File: src/rtl/regfile_pkg.sv
// Shared constants for the multi-port register file and its scoreboard.
package regfile_pkg;

  // Default geometry of the register file.
  localparam int DATA_W_DEF = 32;
  localparam int ADDR_W_DEF = 4;
  localparam int NRD_DEF    = 2;

  // Write-port indices: ALU writeback and load writeback.
  localparam int WP_ALU  = 0;
  localparam int WP_LOAD = 1;
  localparam int NWP     = 2;

endpackage

File: src/rtl/rf_scoreboard.sv
// Busy scoreboard for pending loads: owns the per-register busy bits,
// the reserve/clear priority, the double-reservation error pulse and the
// (optionally bypassed) per-read-port busy flags.
module rf_scoreboard
  import regfile_pkg::*;
#(
  parameter int ADDR_W   = ADDR_W_DEF,
  parameter int NRD      = NRD_DEF,
  parameter int BYPASS   = 1,
  parameter int ZERO_REG = 0
) (
  input  logic                    clk,
  input  logic                    rst,
  input  logic [NWP-1:0]          wr_en_i,
  input  logic [NWP*ADDR_W-1:0]   wr_addr_i,
  input  logic                    reserve_i,
  input  logic [ADDR_W-1:0]       res_addr_i,
  input  logic [NRD*ADDR_W-1:0]   rd_addr_i,
  output logic [NRD-1:0]          rd_busy_o,
  output logic [(2**ADDR_W)-1:0]  busy_o,
  output logic                    res_err_o
);

  localparam int DEPTH = 2 ** ADDR_W;

  logic [DEPTH-1:0]  busy_q;
  logic [DEPTH-1:0]  busy_d;
  logic              res_err_q;
  logic              res_err_d;
  logic [ADDR_W-1:0] wa_alu_s;
  logic [ADDR_W-1:0] wa_load_s;
  logic              res_ok_s;
  logic              res_clr_s;

  assign wa_alu_s  = wr_addr_i[WP_ALU*ADDR_W +: ADDR_W];
  assign wa_load_s = wr_addr_i[WP_LOAD*ADDR_W +: ADDR_W];

  // Reservation qualification: the hard-wired zero register can never be reserved.
  always_comb begin
    res_ok_s  = 1'b0;
    res_clr_s = 1'b0;
    if ((ZERO_REG != 0) && (res_addr_i == '0)) begin
      res_ok_s = 1'b0;
    end else begin
      res_ok_s = reserve_i;
    end
    res_clr_s = (wr_en_i[WP_ALU]  && (wa_alu_s  == res_addr_i)) ||
                (wr_en_i[WP_LOAD] && (wa_load_s == res_addr_i));
  end

  // Next busy state: a new reservation beats a clearing write; error on re-reserve of a still-busy register.
  always_comb begin
    busy_d    = busy_q;
    res_err_d = 1'b0;
    for (int r = 0; r < DEPTH; r++) begin
      if ((ZERO_REG != 0) && (r == 0)) begin
        busy_d[r] = 1'b0;
      end else if (res_ok_s && (res_addr_i == ADDR_W'(r))) begin
        busy_d[r] = 1'b1;
      end else if ((wr_en_i[WP_ALU]  && (wa_alu_s  == ADDR_W'(r))) ||
                   (wr_en_i[WP_LOAD] && (wa_load_s == ADDR_W'(r)))) begin
        busy_d[r] = 1'b0;
      end else begin
        busy_d[r] = busy_q[r];
      end
    end
    if (res_ok_s && busy_q[res_addr_i] && !res_clr_s) begin
      res_err_d = 1'b1;
    end else begin
      res_err_d = 1'b0;
    end
  end

  // Busy bits and error pulse register; reset discards same-cycle reservations.
  always_ff @(posedge clk) begin
    if (rst) begin
      busy_q    <= '0;
      res_err_q <= 1'b0;
    end else begin
      busy_q    <= busy_d;
      res_err_q <= res_err_d;
    end
  end

  // Per-read-port busy flag; with bypass a same-cycle write hides the pending load.
  always_comb begin
    logic [ADDR_W-1:0] ra;
    logic              hit;
    ra        = '0;
    hit       = 1'b0;
    rd_busy_o = '0;
    for (int i = 0; i < NRD; i++) begin
      ra  = rd_addr_i[i*ADDR_W +: ADDR_W];
      hit = (BYPASS != 0) &&
            ((wr_en_i[WP_ALU]  && (wa_alu_s  == ra)) ||
             (wr_en_i[WP_LOAD] && (wa_load_s == ra)));
      if ((ZERO_REG != 0) && (ra == '0)) begin
        rd_busy_o[i] = 1'b0;
      end else begin
        rd_busy_o[i] = busy_q[ra] & ~hit;
      end
    end
  end

  assign busy_o    = busy_q;
  assign res_err_o = res_err_q;

endmodule

File: src/rtl/register_file_mp.sv
// Parametrised register file with NRD read ports, ALU and load write ports,
// optional write-to-read bypass, optional zero register and a load scoreboard.
module register_file_mp
  import regfile_pkg::*;
#(
  parameter int DATA_W   = DATA_W_DEF,
  parameter int ADDR_W   = ADDR_W_DEF,
  parameter int NRD      = NRD_DEF,
  parameter int BYPASS   = 1,
  parameter int ZERO_REG = 0
) (
  input  logic                    clk,
  input  logic                    rst,
  input  logic [NRD*ADDR_W-1:0]   RdAddr,
  output logic [NRD*DATA_W-1:0]   RdData,
  output logic [NRD-1:0]          RdBusy,
  input  logic [1:0]              WrEn,
  input  logic [2*ADDR_W-1:0]     WrAddr,
  input  logic [2*DATA_W-1:0]     WrData,
  input  logic                    Reserve,
  input  logic [ADDR_W-1:0]       ResAddr,
  output logic [(2**ADDR_W)-1:0]  BusyVec,
  output logic                    WrConflict,
  output logic                    ResErr
);

  localparam int DEPTH = 2 ** ADDR_W;

  logic [DATA_W-1:0] mem_q [DEPTH];
  logic [DATA_W-1:0] mem_d [DEPTH];
  logic              conf_q;
  logic              conf_d;
  logic [ADDR_W-1:0] wa_alu_s;
  logic [ADDR_W-1:0] wa_load_s;
  logic [DATA_W-1:0] wd_alu_s;
  logic [DATA_W-1:0] wd_load_s;
  logic [NRD*DATA_W-1:0] rd_data_s;

  assign wa_alu_s  = WrAddr[WP_ALU*ADDR_W +: ADDR_W];
  assign wa_load_s = WrAddr[WP_LOAD*ADDR_W +: ADDR_W];
  assign wd_alu_s  = WrData[WP_ALU*DATA_W +: DATA_W];
  assign wd_load_s = WrData[WP_LOAD*DATA_W +: DATA_W];

  rf_scoreboard #(
    .ADDR_W   (ADDR_W),
    .NRD      (NRD),
    .BYPASS   (BYPASS),
    .ZERO_REG (ZERO_REG)
  ) u_scoreboard (
    .clk        (clk),
    .rst        (rst),
    .wr_en_i    (WrEn),
    .wr_addr_i  (WrAddr),
    .reserve_i  (Reserve),
    .res_addr_i (ResAddr),
    .rd_addr_i  (RdAddr),
    .rd_busy_o  (RdBusy),
    .busy_o     (BusyVec),
    .res_err_o  (ResErr)
  );

  // Next array contents: load port wins over ALU on an address clash; register 0 pinned when hard-wired.
  always_comb begin
    for (int r = 0; r < DEPTH; r++) begin
      mem_d[r] = mem_q[r];
      if ((ZERO_REG != 0) && (r == 0)) begin
        mem_d[r] = '0;
      end else if (WrEn[WP_LOAD] && (wa_load_s == ADDR_W'(r))) begin
        mem_d[r] = wd_load_s;
      end else if (WrEn[WP_ALU] && (wa_alu_s == ADDR_W'(r))) begin
        mem_d[r] = wd_alu_s;
      end else begin
        mem_d[r] = mem_q[r];
      end
    end
  end

  // Dual-write clash detection (never for the hard-wired zero register).
  always_comb begin
    conf_d = 1'b0;
    if (WrEn[WP_ALU] && WrEn[WP_LOAD] && (wa_alu_s == wa_load_s) &&
        !((ZERO_REG != 0) && (wa_alu_s == '0))) begin
      conf_d = 1'b1;
    end else begin
      conf_d = 1'b0;
    end
  end

  // Storage array and conflict pulse register; writes in the reset cycle are dropped.
  always_ff @(posedge clk) begin
    if (rst) begin
      for (int r = 0; r < DEPTH; r++) begin
        mem_q[r] <= '0;
      end
      conf_q <= 1'b0;
    end else begin
      for (int r = 0; r < DEPTH; r++) begin
        mem_q[r] <= mem_d[r];
      end
      conf_q <= conf_d;
    end
  end

  // Read muxes: zero register, then bypassed write data (load first), then array.
  always_comb begin
    logic [ADDR_W-1:0] ra;
    logic [DATA_W-1:0] word;
    ra        = '0;
    word      = '0;
    rd_data_s = '0;
    for (int i = 0; i < NRD; i++) begin
      ra = RdAddr[i*ADDR_W +: ADDR_W];
      if ((ZERO_REG != 0) && (ra == '0)) begin
        word = '0;
      end else if ((BYPASS != 0) && WrEn[WP_LOAD] && (wa_load_s == ra)) begin
        word = wd_load_s;
      end else if ((BYPASS != 0) && WrEn[WP_ALU] && (wa_alu_s == ra)) begin
        word = wd_alu_s;
      end else begin
        word = mem_q[ra];
      end
      rd_data_s[i*DATA_W +: DATA_W] = word;
    end
  end

  assign RdData     = rd_data_s;
  assign WrConflict = conf_q;

endmodule

File: config.mk
export PLATFORM = sky130hd
export DESIGN_NAME = register_file_mp
export DESIGN_NICKNAME = d
export VERILOG_FILES = /design/src/rtl/regfile_pkg.sv /design/src/rtl/rf_scoreboard.sv /design/src/rtl/register_file_mp.sv
export SDC_FILE = /design/constraint.sdc
export NUM_CORES = 2
export LEC_CHECK = 0
export BUFFER_PORTS_ARGS = -buffer_cell sky130_fd_sc_hd__buf_2
export CORE_MARGIN = 10
export CORE_UTILIZATION = 25
export CTS_CLUSTER_SIZE = 24
export DETAILED_ROUTE_END_ITERATION = 16
export GPL_ROUTABILITY_DRIVEN = 0
export PLACE_DENSITY_LB_ADDON = 0.2
export REMOVE_ABC_BUFFERS = 1
export SYNTH_ARGS = -nofsm -noshare
export SYNTH_HDL_FRONTEND = slang
export SYNTH_HIERARCHICAL = 1
export SYNTH_SLANG_ARGS = --single-unit
File: constraint.sdc
create_clock -name clk -period 2.32 [get_ports clk]
set_input_delay 0.348 -clock clk [delete_from_list [all_inputs] [get_ports clk]]
set_output_delay 0.348 -clock clk [all_outputs]
set_load 0.005 [all_outputs]
### Word level (Yosys, flattened, before mapping)

Memories as Yosys holds them, arrays and structs flattened.
Index checks and enable logic that the tools add are counted.

* register bits: 18
* memory bits (writable): 512
* bits of input ports: 89
* output and inout port bits: 84
* memories: 1

* magnitude comparators: 3
* equality and inequality tests: 68
* mux-type cells: 95
* bitwise operators: 20
* reduce and logical (&&, ||, !) cells: 113

Memories
* mem_q: words 16, bits a word 32, read ports 2, clocked after Yosys merged registers in 0, wr ports 16, line register_file_mp.sv:29 `logic [DATA_W-1:0] mem_q [DEPTH];`

Operators with widths (number)
* 32-bit 2-to-1 mux: 52
* 4-bit == test (second input constant): 24
* 1-bit logical AND: 58
* 4-bit by 3-bit == test with 1-bit output (second input constant): 12
* 1-bit 2-to-1 mux: 40
* 2-bit inequality test (second input constant): 16
* 2-bit AND reduction: 16
* 2-bit nonzero test: 16
* 4-bit == test: 7
* 4-bit by 2-bit == test with 1-bit output (second input constant): 6
* 1-bit logical OR: 19
* 1-bit OR: 16
* 4-bit by 5-bit < comparator with 1-bit output (second input constant): 3
* 1-bit binary-select mux with 4-bit select: 3
* 4-bit by 1-bit == test with 1-bit output (second input constant): 3
* 4-bit logical NOT: 3
* 1-bit AND: 2
* 1-bit inverter: 2
* 1-bit logical NOT: 1

### Longest topological paths before layout

* word-level depth: 6
* gate-level depth with buffers: 8
* gate-level depth less buffers: 5

### Cells and area by module

Netlist, hierarchy kept.

Modules (own cells, without submodules)
* register_file_mp: instances 1, cells each 3311, area each 33110.5 sq um
* rf_scoreboard: instances 1, cells each 169, area each 1585.3 sq um

### Worst setup path before layout

OpenSTA, ideal clock, no wires.

* kind: input -> register
* start point: input WrAddr[4]
* end point: memory mem_q[12][0] (netlist name), enable pin
* library setup time: 390 ps
* data arrival time: 1876 ps
* required time: 1930 ps
* path slack: 54 ps
* stages on the path: 4
* buffers on the path: 2
* cell sequence: buf_2 buf_2 nor3_1 or3_1

RTL lines
* from (decl): line register_file_mp.sv:18 `input logic [2*ADDR_W-1:0] WrAddr,`
* to (decl): line register_file_mp.sv:29

==> flow_summary.toml <==
[timing]
clock.fmax_mhz = 353.5
final.setup_skew_ns = 0.01224
fin_crit_ns = 2.829
hold_ws_ns = 0.1044
setup_viol_count_final = 66
setup_ws_ns = -0.5086
rsz0062_at_grt = "true"
timing_max_transition_violations_final = 0
maxSlewHeadroom = 0.5091
timing.final.hold_violations = 0
worst-slew-pin-transition_ns = 0.7364
finalCritPeriodShare = 1.219

[status]
violations = "setup timing"
outcome = "complete, but fails checks"

[clocking]
h-tree-depth = 3
clock_sinks = 530
clk_latency_ns = 0.67
clock_tree_from_tritoncts = "yes"
root_buffer = "sky130_fd_sc_hd__clkbuf_16"
max_buffers_root_to_sink = 3
cts-buffers-inserted = 70
clk_transition_reported_paths_ns = 0.06

[final_layout]
fillerInstances = 13900
most-common-layout-cells = "sky130_fd_sc_hd__nand2_1 (1046), sky130_fd_sc_hd__edfxtp_1 (512), sky130_fd_sc_hd__a21oi_1 (488), sky130_fd_sc_hd__buf_4 (231), sky130_fd_sc_hd__mux4_2 (204)"
layout.nets = 3721
final_cell_area_um2 = 42940
commonest_non_fill_non_tap_cell_in_the_layout = "sky130_fd_sc_hd__nand2_1"
post_route_cells_drive_above_1_share = 0.2926
ff_latch_area_um2 = 15770
multi_input_comb_area_um2 = 17680
stdcell_count = 5482
area_delta_synth_final_pct = 23.78
post-route-util = 0.3120

[floorplan]
design.die.area_um2 = 154100
row_count = 136
die_w_um = 392.5
start_util = 0.2520
io-pin-count = 173
fp.dieH_um = 392.5
design.core.area_um2 = 137700

[route]
drtAntennaViolNets = 0
drt_pre_antenna_iters = 6
detail_route.vias_per_cell = 5.549
via_count = 30420
dr.first_iter.drc_count = 3459
drt-total-wl_um = 163900
post_drt_wl_per_cell_um = 29.90
post-route-drc-count = 0

[pwr]
power.switching_mw = 8.072
power_density_nw_per_um2 = 654.6
ir_worst_vdd_uv = 547.3
power.share.clock = 0.385
power.share.sequential = 0.415
leakage_nw = 16.04
sw_frac_of_total = 0.2872
p_int_mw = 20.04
share_comb_of_total_power = 0.200

[worst_setup_path]
ff2ff_path_depth = 4
regToRegEndpoint = "u_scoreboard/res_err_o$_SDFF_PP0_"
cp.arrival_ns = 2.48
worstSetupPathType = "reg2out"
crit_required_ns = 1.97
largest_fanout_on_the_critical_path = 2
rrSetupSlack_ns = 0.95
startpoint_type = "register"
crit-reg2reg-launch = "u_scoreboard/busy_o[3]$_SDFFE_PP0P_"
end_kind = "primary output"

[global_route]
grt_max_degree = 50
grt_usage = 0.2060
grt_overflow_total = 0
first_global_vias = 29820
grt_first_pass_wirelength_um = 229900
number_of_antenna_violations_at_the_first_check_in_global_routing = 9

[logic_synthesis]
fraction_of_registers_with_async_set_reset = 0
synthesis.instances = 3480
yosys_most_used_dff = "sky130_fd_sc_hd__edfxtp_1"
synthesis.area_per_instance_um2 = 9.970
ys_seq_area_frac = 0.4535
yosys_warnings = 6
number_of_flops_mapped_to_enable_cells_by_yosys = 512
synth.cell_area_um2 = 34700
netlist-cell-type-count = 48
synth.ff_latch_count = 530

[worst_hold_path]
min_from = "WrData[61]"
min_delay_path_depth = 3
holdCritPathClass = "in2reg"
hold-path-endpoint = "mem_q[4][29]$_SDFFCE_PN0P_"

[flow_run]
maxCapViolations = 0

[placed_design]
portBuffers = 172
placement.cell_area_um2 = 40040
place_ws_ns = -0.4242
dp_hpwl_um = 104000
number_of_placed_cells_counting_well_taps = 5343
[cell families after synthesis]
group,synth area share
and+or+nand+nor,0.1550
AOI/OAI and AO/OA,0.1319
DFF,0.4535
muxes,0.1926
buffers and inverters,0.05590
xor gates and xnor gates,0.01111
[cell type report]
cell class	instances	area share
diodes	1	0.00005827
clock buffers	90	0.04402
clock inverters	37	0.006905
inverters	3	0.0002622
multi-input cells	2513	0.4116
flip-flops and latches	530	0.3673
well taps	1794	0.05227
repair buffers	514	0.1176
[per-stage QoR]
step           setup TNS [ns]  power (mW)
3_5_place_dp           -20.61       17.13
2_1_floorplan         -313.44       14.11
6_report               -21.12       28.11
5_1_grt                -25.74       29.01
4_1_cts                -23.43       28.14
3_3_place_gp           -21.61       17.09
[critical path, stage by stage, from the launching register on]
cell and delay (ns):
sky130_fd_sc_hd__edfxtp_1 0.40, sky130_fd_sc_hd__mux4_2 0.48, sky130_fd_sc_hd__mux2_4 0.29, sky130_fd_sc_hd__nand2_1 0.06, sky130_fd_sc_hd__nand4_1 0.22, sky130_fd_sc_hd__o221a_1 0.23
sky130_fd_sc_hd__buf_2 0.14
[per-layer routing]
| metal | routed length [um] | vias up | part of all wire | GRT usage |
|---|---|---|---|---|
| met2 | 75520 | 1619 | 0.46 | 0.3283 |
| met4 | 5246 | 16 | 0.032 | 0.06829 |
| met5 | 117 | - | 0.00071 | 0 |
| met1 | 68730 | 15500 | 0.42 | 0.2761 |
| li1 | - | 13000 | - | - |
| met3 | 14280 | 285 | 0.087 | 0.04464 |
[cell usage after synthesis (2+ instances only)]
| cell type | n | area, um2 |
|---|---|---|
| sky130_fd_sc_hd__o221a_1 | 30 | 337.8 |
| sky130_fd_sc_hd__nor2_1 | 42 | 157.7 |
| sky130_fd_sc_hd__nand4_1 | 64 | 400.4 |
| sky130_fd_sc_hd__or3b_1 | 2 | 17.52 |
| sky130_fd_sc_hd__clkbuf_4 | 2 | 15.01 |
| sky130_fd_sc_hd__inv_1 | 3 | 11.26 |
| sky130_fd_sc_hd__mux4_1 | 7 | 183.9 |
| sky130_fd_sc_hd__a21oi_2 | 25 | 219.0 |
| sky130_fd_sc_hd__xor2_1 | 31 | 271.5 |
| sky130_fd_sc_hd__buf_1 | 79 | 296.5 |
| sky130_fd_sc_hd__nor2b_1 | 12 | 75.07 |
| sky130_fd_sc_hd__or2_2 | 8 | 50.05 |
| sky130_fd_sc_hd__nand2b_1 | 16 | 100.1 |
| sky130_fd_sc_hd__o21ai_0 | 71 | 355.3 |
| sky130_fd_sc_hd__buf_4 | 19 | 142.6 |
| sky130_fd_sc_hd__buf_2 | 42 | 210.2 |
| sky130_fd_sc_hd__a21oi_1 | 488 | 2442 |
| sky130_fd_sc_hd__nor3_1 | 15 | 75.07 |
| sky130_fd_sc_hd__a32oi_1 | 9 | 78.83 |
| sky130_fd_sc_hd__clkbuf_2 | 2 | 10.01 |
| sky130_fd_sc_hd__mux4_2 | 197 | 4437 |
| sky130_fd_sc_hd__and3b_1 | 6 | 52.55 |
| sky130_fd_sc_hd__nand3_1 | 20 | 100.1 |
| sky130_fd_sc_hd__nand3b_1 | 4 | 30.03 |
| sky130_fd_sc_hd__and3_1 | 8 | 50.05 |
| sky130_fd_sc_hd__xnor2_1 | 13 | 113.9 |
| sky130_fd_sc_hd__mux2_2 | 64 | 720.7 |
| sky130_fd_sc_hd__o221a_2 | 34 | 382.9 |
| sky130_fd_sc_hd__nor3b_1 | 4 | 30.03 |
| sky130_fd_sc_hd__and2_0 | 2 | 12.51 |
| sky130_fd_sc_hd__dfxtp_1 | 18 | 360.4 |
| sky130_fd_sc_hd__mux2i_1 | 134 | 1341 |
| sky130_fd_sc_hd__a221oi_1 | 64 | 560.5 |
| sky130_fd_sc_hd__buf_6 | 22 | 247.7 |
| sky130_fd_sc_hd__nand2_1 | 1106 | 4151 |
| sky130_fd_sc_hd__edfxtp_1 | 512 | 15370 |
| sky130_fd_sc_hd__clkbuf_1 | 268 | 1006 |
| sky130_fd_sc_hd__a22oi_1 | 21 | 157.7 |
| sky130_fd_sc_hd__or3_1 | 7 | 43.79 |
[flip-flops by register name, indices dropped and copies added, names as in the netlist]
register	flops
mem_q	512
u_scoreboard/busy_o	16
WrConflict	1
u_scoreboard/res_err_o	1
[repair_timing]
action | 4_1_cts | 5_1_grt
hold buffers | 0 | 0
gates resized for setup | 150 | 60
pin swaps | 21 | 19
setup buffers | 10 | 1
setup endpoints to repair | 66 | 66
[power groups by stage]
stage          logic, mW  clock network [mW]  registers [mW]
6_report            5.61                10.8            11.7
5_1_grt             5.94                11.3            11.8
4_1_cts             5.51                11.0            11.7
3_5_place_dp        5.26                   0            11.9
3_3_place_gp        5.24                   0            11.9
2_1_floorplan       2.39                   0            11.7
[how the worst max path moves through the flow]
stage               slack [ns]  depth (start not counted)                         from          to
global placement         -0.42                          9                    RdAddr[0]  RdData[11]
finish                   -0.51                          6  mem_q[15][14]$_SDFFCE_PP0P_  RdData[14]
floorplan                -1.29                          5                    WrAddr[7]   RdData[0]
CTS                      -0.56                          6  mem_q[15][14]$_SDFFCE_PP0P_  RdData[14]
global route             -0.54                          6  mem_q[15][14]$_SDFFCE_PP0P_  RdData[14]
detailed placement       -0.42                          9                    RdAddr[0]  RdData[11]
(Power assumes the default switching activity.)
